File: config.mk
export PLATFORM = sky130hd
export DESIGN_NAME = mapper_mask_ref
export DESIGN_NICKNAME = d
export VERILOG_FILES = /design/src/rtl/mapper_mask_ref.sv
export SDC_FILE = /design/constraint.sdc
export NUM_CORES = 1
export LEC_CHECK = 0
export CORE_MARGIN = 1
export CORE_UTILIZATION = 55
export DETAILED_ROUTE_END_ITERATION = 8
export GPL_ROUTABILITY_DRIVEN = 1
export MAX_ROUTING_LAYER = met4
export PLACE_DENSITY_LB_ADDON = 0.15
export SETUP_SLACK_MARGIN = 0.5
export SKIP_LAST_GASP = 1
export SLEW_MARGIN = 20
export SYNTH_ARGS = -nofsm -noshare
export SYNTH_HDL_FRONTEND = slang
export SYNTH_SLANG_ARGS = --single-unit
File: constraint.sdc
create_clock -name clk -period 4.2 [get_ports clk]
set_clock_uncertainty 0.05 [all_clocks]
set_input_delay 1.26 -clock clk [delete_from_list [all_inputs] [get_ports clk]]
set_output_delay 1.26 -clock clk [all_outputs]
set_load 0.005 [all_outputs]
File: src/rtl/mapper_mask_ref.sv
// Purpose: M-ASK in-phase mapper with a run-time reference level and shadow/active level tables.
// Latency: 1 core clock from a clk_en edge to sym_out; table rebuild takes M/2 clocks plus a swap on the next clk_en edge.
// Backpressure: none; one symbol is taken on every clk_en cycle, and ref_busy only reports a pending rebuild.
//
// Ports:
//   clk, reset_n        clock and synchronous active-low reset
//   clk_en, data        symbol-rate enable and symbol bits (BPS wide)
//   ref_level, ref_load signed reference and single-cycle rebuild request
//   sym_out             registered mapped level (signed, WIDTH wide)
//   ref_busy            rebuild or swap pending
//   tbl_valid           active table loaded at least once since reset
//   lvl_idx, lvl_out    combinational read of the active table in amplitude order
//
// Build option: define MAPPER_GRAY_EN for Gray-coded symbol mapping; the default
// is offset binary, bit-compatible with the legacy 4-ASK mapper.
module mapper_mask_ref #(
    parameter int WIDTH = 18,
    parameter int BPS   = 2
) (
    input  logic                    clk,
    input  logic                    reset_n,
    input  logic                    clk_en,
    input  logic [BPS-1:0]          data,
    input  logic signed [WIDTH-1:0] ref_level,
    input  logic                    ref_load,
    output logic signed [WIDTH-1:0] sym_out,
    output logic                    ref_busy,
    output logic                    tbl_valid,
    input  logic [BPS-1:0]          lvl_idx,
    output logic signed [WIDTH-1:0] lvl_out
);
    localparam int M  = 1 << BPS;
    localparam int AW = WIDTH + BPS + 1;
    localparam logic [BPS-1:0] HALF = BPS'(M / 2);
    localparam logic [BPS-1:0] LAST = BPS'(M / 2 - 1);

    typedef enum logic [1:0] {IDLE, LOAD, SWAP} state_t;

    state_t                  state, state_nxt;
    logic                    capture, wr_en, swap;
    logic signed [WIDTH-1:0] shadow [M];
    logic signed [WIDTH-1:0] active [M];
    logic signed [AW-1:0]    p_acc, n_acc, step;
    logic [BPS-1:0]          idx;
    logic [BPS-1:0]          sym_k;
    logic signed [AW-1:0]    ref_ext, h_ext;

    assign ref_ext = AW'(ref_level);
    assign h_ext   = ref_ext >>> 1;

    // Clamp an accumulator to the signed WIDTH range: overflow shows up as
    // the bits above the WIDTH-1 sign bit disagreeing with the top bit.
    function automatic logic signed [WIDTH-1:0] sat(input logic signed [AW-1:0] v);
        if (v[AW-1] && !(&v[AW-2:WIDTH-1]))
            sat = {1'b1, {(WIDTH-1){1'b0}}};
        else if (!v[AW-1] && (|v[AW-2:WIDTH-1]))
            sat = {1'b0, {(WIDTH-1){1'b1}}};
        else
            sat = v[WIDTH-1:0];
    endfunction

`ifdef MAPPER_GRAY_EN
    // data is the Gray code of u = k ^ (M/2); decode Gray to binary, then undo the offset.
    logic [BPS-1:0] gray_bin;
    always_comb begin
        gray_bin = '0;
        gray_bin[BPS-1] = data[BPS-1];
        for (int b = BPS - 2; b >= 0; b--)
            gray_bin[b] = gray_bin[b+1] ^ data[b];
    end
    assign sym_k = gray_bin ^ HALF;
`else
    // Offset binary: flipping the MSB turns the symbol into amplitude order.
    assign sym_k = data ^ HALF;
`endif

    // Next-state logic. A new ref_load always wins: it restarts the build from
    // the new reference, even on a cycle that would otherwise write or swap.
    always_comb begin
        state_nxt = state;
        capture   = 1'b0;
        wr_en     = 1'b0;
        swap      = 1'b0;
        case (state)
            IDLE: begin
                if (ref_load) begin
                    capture   = 1'b1;
                    state_nxt = LOAD;
                end
            end
            LOAD: begin
                if (ref_load) begin
                    capture = 1'b1;
                end else begin
                    wr_en = 1'b1;
                    if (idx == LAST)
                        state_nxt = SWAP;
                end
            end
            SWAP: begin
                if (ref_load) begin
                    capture   = 1'b1;
                    state_nxt = LOAD;
                end else if (clk_en) begin
                    swap      = 1'b1;
                    state_nxt = IDLE;
                end
            end
            default: state_nxt = IDLE;
        endcase
    end

    always_ff @(posedge clk) begin
        if (!reset_n) begin
            state <= IDLE;
        end else begin
            state <= state_nxt;
        end
    end

    // Table build fills outward from the centre: P walks up the positive
    // half, N walks down the negative half, one pair of entries per clock.
    always_ff @(posedge clk) begin
        if (!reset_n) begin
            p_acc     <= '0;
            n_acc     <= '0;
            step      <= '0;
            idx       <= '0;
            tbl_valid <= 1'b0;
            sym_out   <= '0;
            for (int j = 0; j < M; j++) begin
                shadow[j] <= '0;
                active[j] <= '0;
            end
        end else begin
            if (capture) begin
                p_acc <= h_ext;
                n_acc <= -h_ext;
                step  <= ref_ext;
                idx   <= '0;
            end else if (wr_en) begin
                shadow[HALF + idx] <= sat(p_acc);
                shadow[LAST - idx] <= sat(n_acc);
                p_acc <= p_acc + step;
                n_acc <= n_acc - step;
                idx   <= idx + 1'b1;
            end
            if (swap) begin
                active    <= shadow;
                tbl_valid <= 1'b1;
            end
            // Reads the pre-swap active table on the swap edge by construction.
            if (clk_en)
                sym_out <= active[sym_k];
        end
    end

    assign ref_busy = (state != IDLE);
    assign lvl_out  = active[lvl_idx];

endmodule

# Word level (Yosys, flattened, before mapping)
# Index checks and enable logic that the tools add are counted.
# totals
out_inout_bits,38
reg_bits,227
in_bits,26
wordCells,101
# op_classes
n_lt_le_gt_ge,6
n_addsub,6
reduce_logical,21
bitwise,7
eq_ne,7
n_mux,39
# ops
op,count
18-bit two-way mux,16
72-bit bitwise mux,2
21-bit two-way mux,4
18-bit binary-select mux with 2-bit select,2
18-bit demux with 2-bit select,2
21-bit by 18-bit adder with 21-bit output,1
17-bit negator with 21-bit output,1
21-bit by 18-bit subtractor with 21-bit output,1
3-bit greater-or-equal comparator (second input constant),4
2-bit NOT with 3-bit output,4
2-bit two-way mux,5
3-bit OR reduction,3
1-bit two-way mux,7
1-bit logical AND,6
3-bit by 1-bit < comparator with 1-bit output (second input constant),2
2-bit inequality test (second input constant),3
2-bit case mux with 3 select lines,1
3-bit AND reduction,2
2-bit by 1-bit == test with 1-bit output (second input constant),2
1-bit logical NOT,4
4-bit AND reduction,1
2-bit nonzero test,2
3-bit inequality test (second input constant),1
1-bit NOT,3
other kinds (7),7

# Longest topological paths before layout
# depth
depth_word,9
mapped_depth,11
mapped_depth_nobuf,11

# Worst setup path before layout
# No wires, ideal clock.
# synth_path
path_type,input-to-output
start,input port lvl_idx[0]
end,output port lvl_out[7]
path_buffers,2
required_time_ns,2.890
path_slack_ns,0.193
path_stages,3
t_arrival_ns,2.697
cell_sequence,clkbuf_1 > clkbuf_1 > mux4_2
# synth_via
elab_chain_len,4
# synth_rtl
item,line_no,rtl
from (decl),29,"input logic [BPS-1:0] lvl_idx,"
2-bit NOT with 3-bit output (not written as such),159,assign lvl_out = active[lvl_idx];
18-bit binary-select mux with 2-bit select,159,
18-bit two-way mux (not written as such) (2 in series),159,
to (decl),30,output logic signed [WIDTH-1:0] lvl_out
# Every way passes these cells. The select of a mux whose other input is x is not followed.

# Worst setup path after layout
# layout_path
start,input port lvl_idx[0]
end,output port lvl_out[5]
# The elaborated chain is that of the path after synthesis.

==> reports/metrics.yaml <==
outcome: "complete, no violations"
synth_top_area_share: 0.375
drc: 0
cts_root_buffer: "clkbuf_16"
wl_mm: 33.0
max_stage_delay_ns: 0.47
grt_max_degree: 85
grt_pass1_wl_mm: 53.4
synth_common_cells: "nand2_1, dfxtp_1, a21oi_1, nor2_1, clkbuf_1"
io_pins: 64
yosys_warnings: 0
routabilityCongestion: 0.904
yosys.area.top_type: "dfxtp_1"
drtAntennaViolNets: 0
endpoint_kind: "primary output"
die_area_sq_mm: 0.0227
detail_route.wl_per_cell_microns: 18.7
grt.busiest_layer: "met2"
syn-mean-instance-area_sq_um: 8.35
fillers: 1841
fin_crit_sh: 0.878
slowest_stage: "mux4_2"
syn_to_final_growth_pct: 15.6
stdcell_count: 1765
ys.flop_type: "dfxtp_1"
crit_chain: "buf_4 > buf_12 > buf_4 > mux4_2 > dlygate4sd2_1"
async_flop_share: 0
cts_max_path_buffers: 3
ir_drop_v: 0.000520
synth_top_family_by_area: "compound AO/OA/AOI/OAI gates"
drv_cap: 0
finalMaxSlewViolations: 0
path_max_fanout: 5
path_class: "input pin to primary output"
synth-seq-cells: 227
fmax_mhz: 271
design_area_sq_mm: 0.0140
syn_area_sq_mm: 0.0121
ys_top_cells_by_area: "dfxtp_1, nand2_1, mux4_2, a21oi_1, a211oi_1"
hold_path_class: "register to register"
synth_fa_ha_area_frac: 0.0497
ys_seq_area_frac: 0.375
critPathArrivalTime_ns: 2.38
grt_setup_unrepaired: "yes"
place_ws_ns: -0.0264
required_ns: 2.89
gr-total-overflow: 0
fin_setup_tns_ns: 0
first_global_vias: 10210
h-tree-depth: 1
synth_fp_nets: 1526
drive_gt1_frac: 0.0933
firstDrtPassIters: 6
antenna_cells: 0
critPathTopFamily: "buffers and inverters"
hold_buffers: 0
clk_pin_slew_worst_paths_ns: 0.06
num_rows: 53
drt_iter0_markers: 818
met1_usage: 0.394
tightest_slew_ns: 0.996
start_kind: "input pin"
seqCellArea_sq_mm: 0.00454
setup_slack_ns: 0.513
synth_edf_count: 0
multi_input_area_sq_mm: 0.00706
core_sq_mm: 0.0214
start_util: 0.568
synth_compound_area_frac: 0.254
reg2reg_setup_slack_ns: 1.14
vias: 10844
grtUsageTotal: 0.305
slew_headroom: 0.336
power_density_mw_per_mm2: 433
synthMuxAreaShare: 0.0841
post-dp-hpwl_mm: 22.9
synth_cell_types: 63
die_w_microns: 151
synth_cells: 1453
finalHoldViolCount: 0
post-route-min-period_ns: 3.69
antenna_found_initial: 0
crit_top_cell: "buf_4"
placed_area_sq_mm: 0.0130
yosysMostFrequentCell: "nand2_1"
use_met2: 0.506
met3_usage: 0.0391
p_total_mw: 6.07
cts.sinks: 227
leakage_nw: 5.40
vias_per_cell: 6.14
die_h_microns: 151
insertion_delay_ns: 0.53
cts_buffers: 26
fin_nets: 1547
cts_tree: "done"
finalSetupViolCount: 0
numPortBuffers: 63
yosys.area_share.simple: 0.162
dp.cells: 1715
crit_buf_inv: 4
synth_xor_xnor_area_share: 0.0296
==> metal layers <==
metal | vias to the layer above | share of wire
li1 | 5310 | -
met1 | 5236 | 0.45
met2 | 258 | 0.49
met3 | 40 | 0.046
met4 | 0 | 0.016
met5 | - | 0
==> what timing repair did <==
action                                  CTS  global route
setup buffers                             2             2
resized for setup                        32            11
endpoints found under the setup margin   18            11
gates cloned                              2             0
==> power by group <==
part	internal, mW	total [mW]	switching (mW)
logic	0.529	1.31	0.776
clock network	1.48	2.39	0.908
registers	2.27	2.38	0.109
total	4.28	6.07	1.79
==> kinds of logic (layout without fill, tap and decap cells) <==
kind of cell             Yosys count  in the layout
multiplexers                      57             57
XOR/XNOR                          41             41
AND/OR/NAND/NOR                  461            461
flip-flops                       227            227
AO/OA/AOI/OAI                    476            476
adder cells (fa/ha/maj)           47             47
buffers and inverters            144            181
==> registers in the layout, summed over array words and instances (netlist names) <==
register and flops:
shadow 72, n_acc 21, active 72, state 2
sym_out 18, step 18, tbl_valid 1, idx 2
p_acc 21
==> stage by stage <==
stage                util  hold WS [ns]
finish              0.657         0.400
global route        0.657         0.424
CTS                 0.656         0.406
detailed placement  0.610         0.397
global placement    0.610         0.393
floorplan               -         0.382
==> worst min-delay path, stage by stage (launching register included) <==
cell and delay, ns:
dfxtp_1 0.31, nand2_1 0.05, a21oi_1 0.05
==> path summary, 6_finish.rpt <==
path                    from         end  cells after the start
setup / recovery  lvl_idx[0]  lvl_out[5]                      5
hold / removal    shadow[13]  active[13]                      2
setup reg to reg    p_acc[1]   p_acc[15]                      9
hold reg to reg   shadow[13]  active[13]                      2
==> cell usage in the layout (no fill, tap or decap), drive strengths merged, types with 5 or more instances in the layout <==
| cell type | instances |
|---|---|
| inv | 34 |
| dfxtp | 227 |
| and3 | 6 |
| clkbuf | 33 |
| clkdlybuf4s15 | 9 |
| mux2i | 21 |
| nand3 | 14 |
| o21a | 5 |
| o21ai | 49 |
| nand2b | 5 |
| xor2 | 15 |
| a21oi | 153 |
| xnor2 | 26 |
| a211oi | 82 |
| clkdlybuf4s50 | 43 |
| a21o | 54 |
| nor2b | 8 |
| o31ai | 5 |
| buf | 41 |
| nor2 | 141 |
| a311oi | 5 |
| a22oi | 69 |
| mux4 | 36 |
| o221ai | 6 |
| nor3 | 15 |
| nand2 | 235 |
| nor4 | 6 |
| clkinv | 7 |
| a31oi | 20 |
| ha | 45 |
| dlygate4sd2 | 8 |
| nand4 | 8 |
==> area by class of cell <==
cell class | instances | share of cell area
multi-input cells | 1082 | 0.503
flip-flops and latches | 227 | 0.324
repair buffers | 103 | 0.0740
clock buffers | 32 | 0.0523
well taps | 275 | 0.0245
clock inverters | 12 | 0.0123
inverters | 34 | 0.00945
No activity file was read; power rests on OpenSTA's default activity.
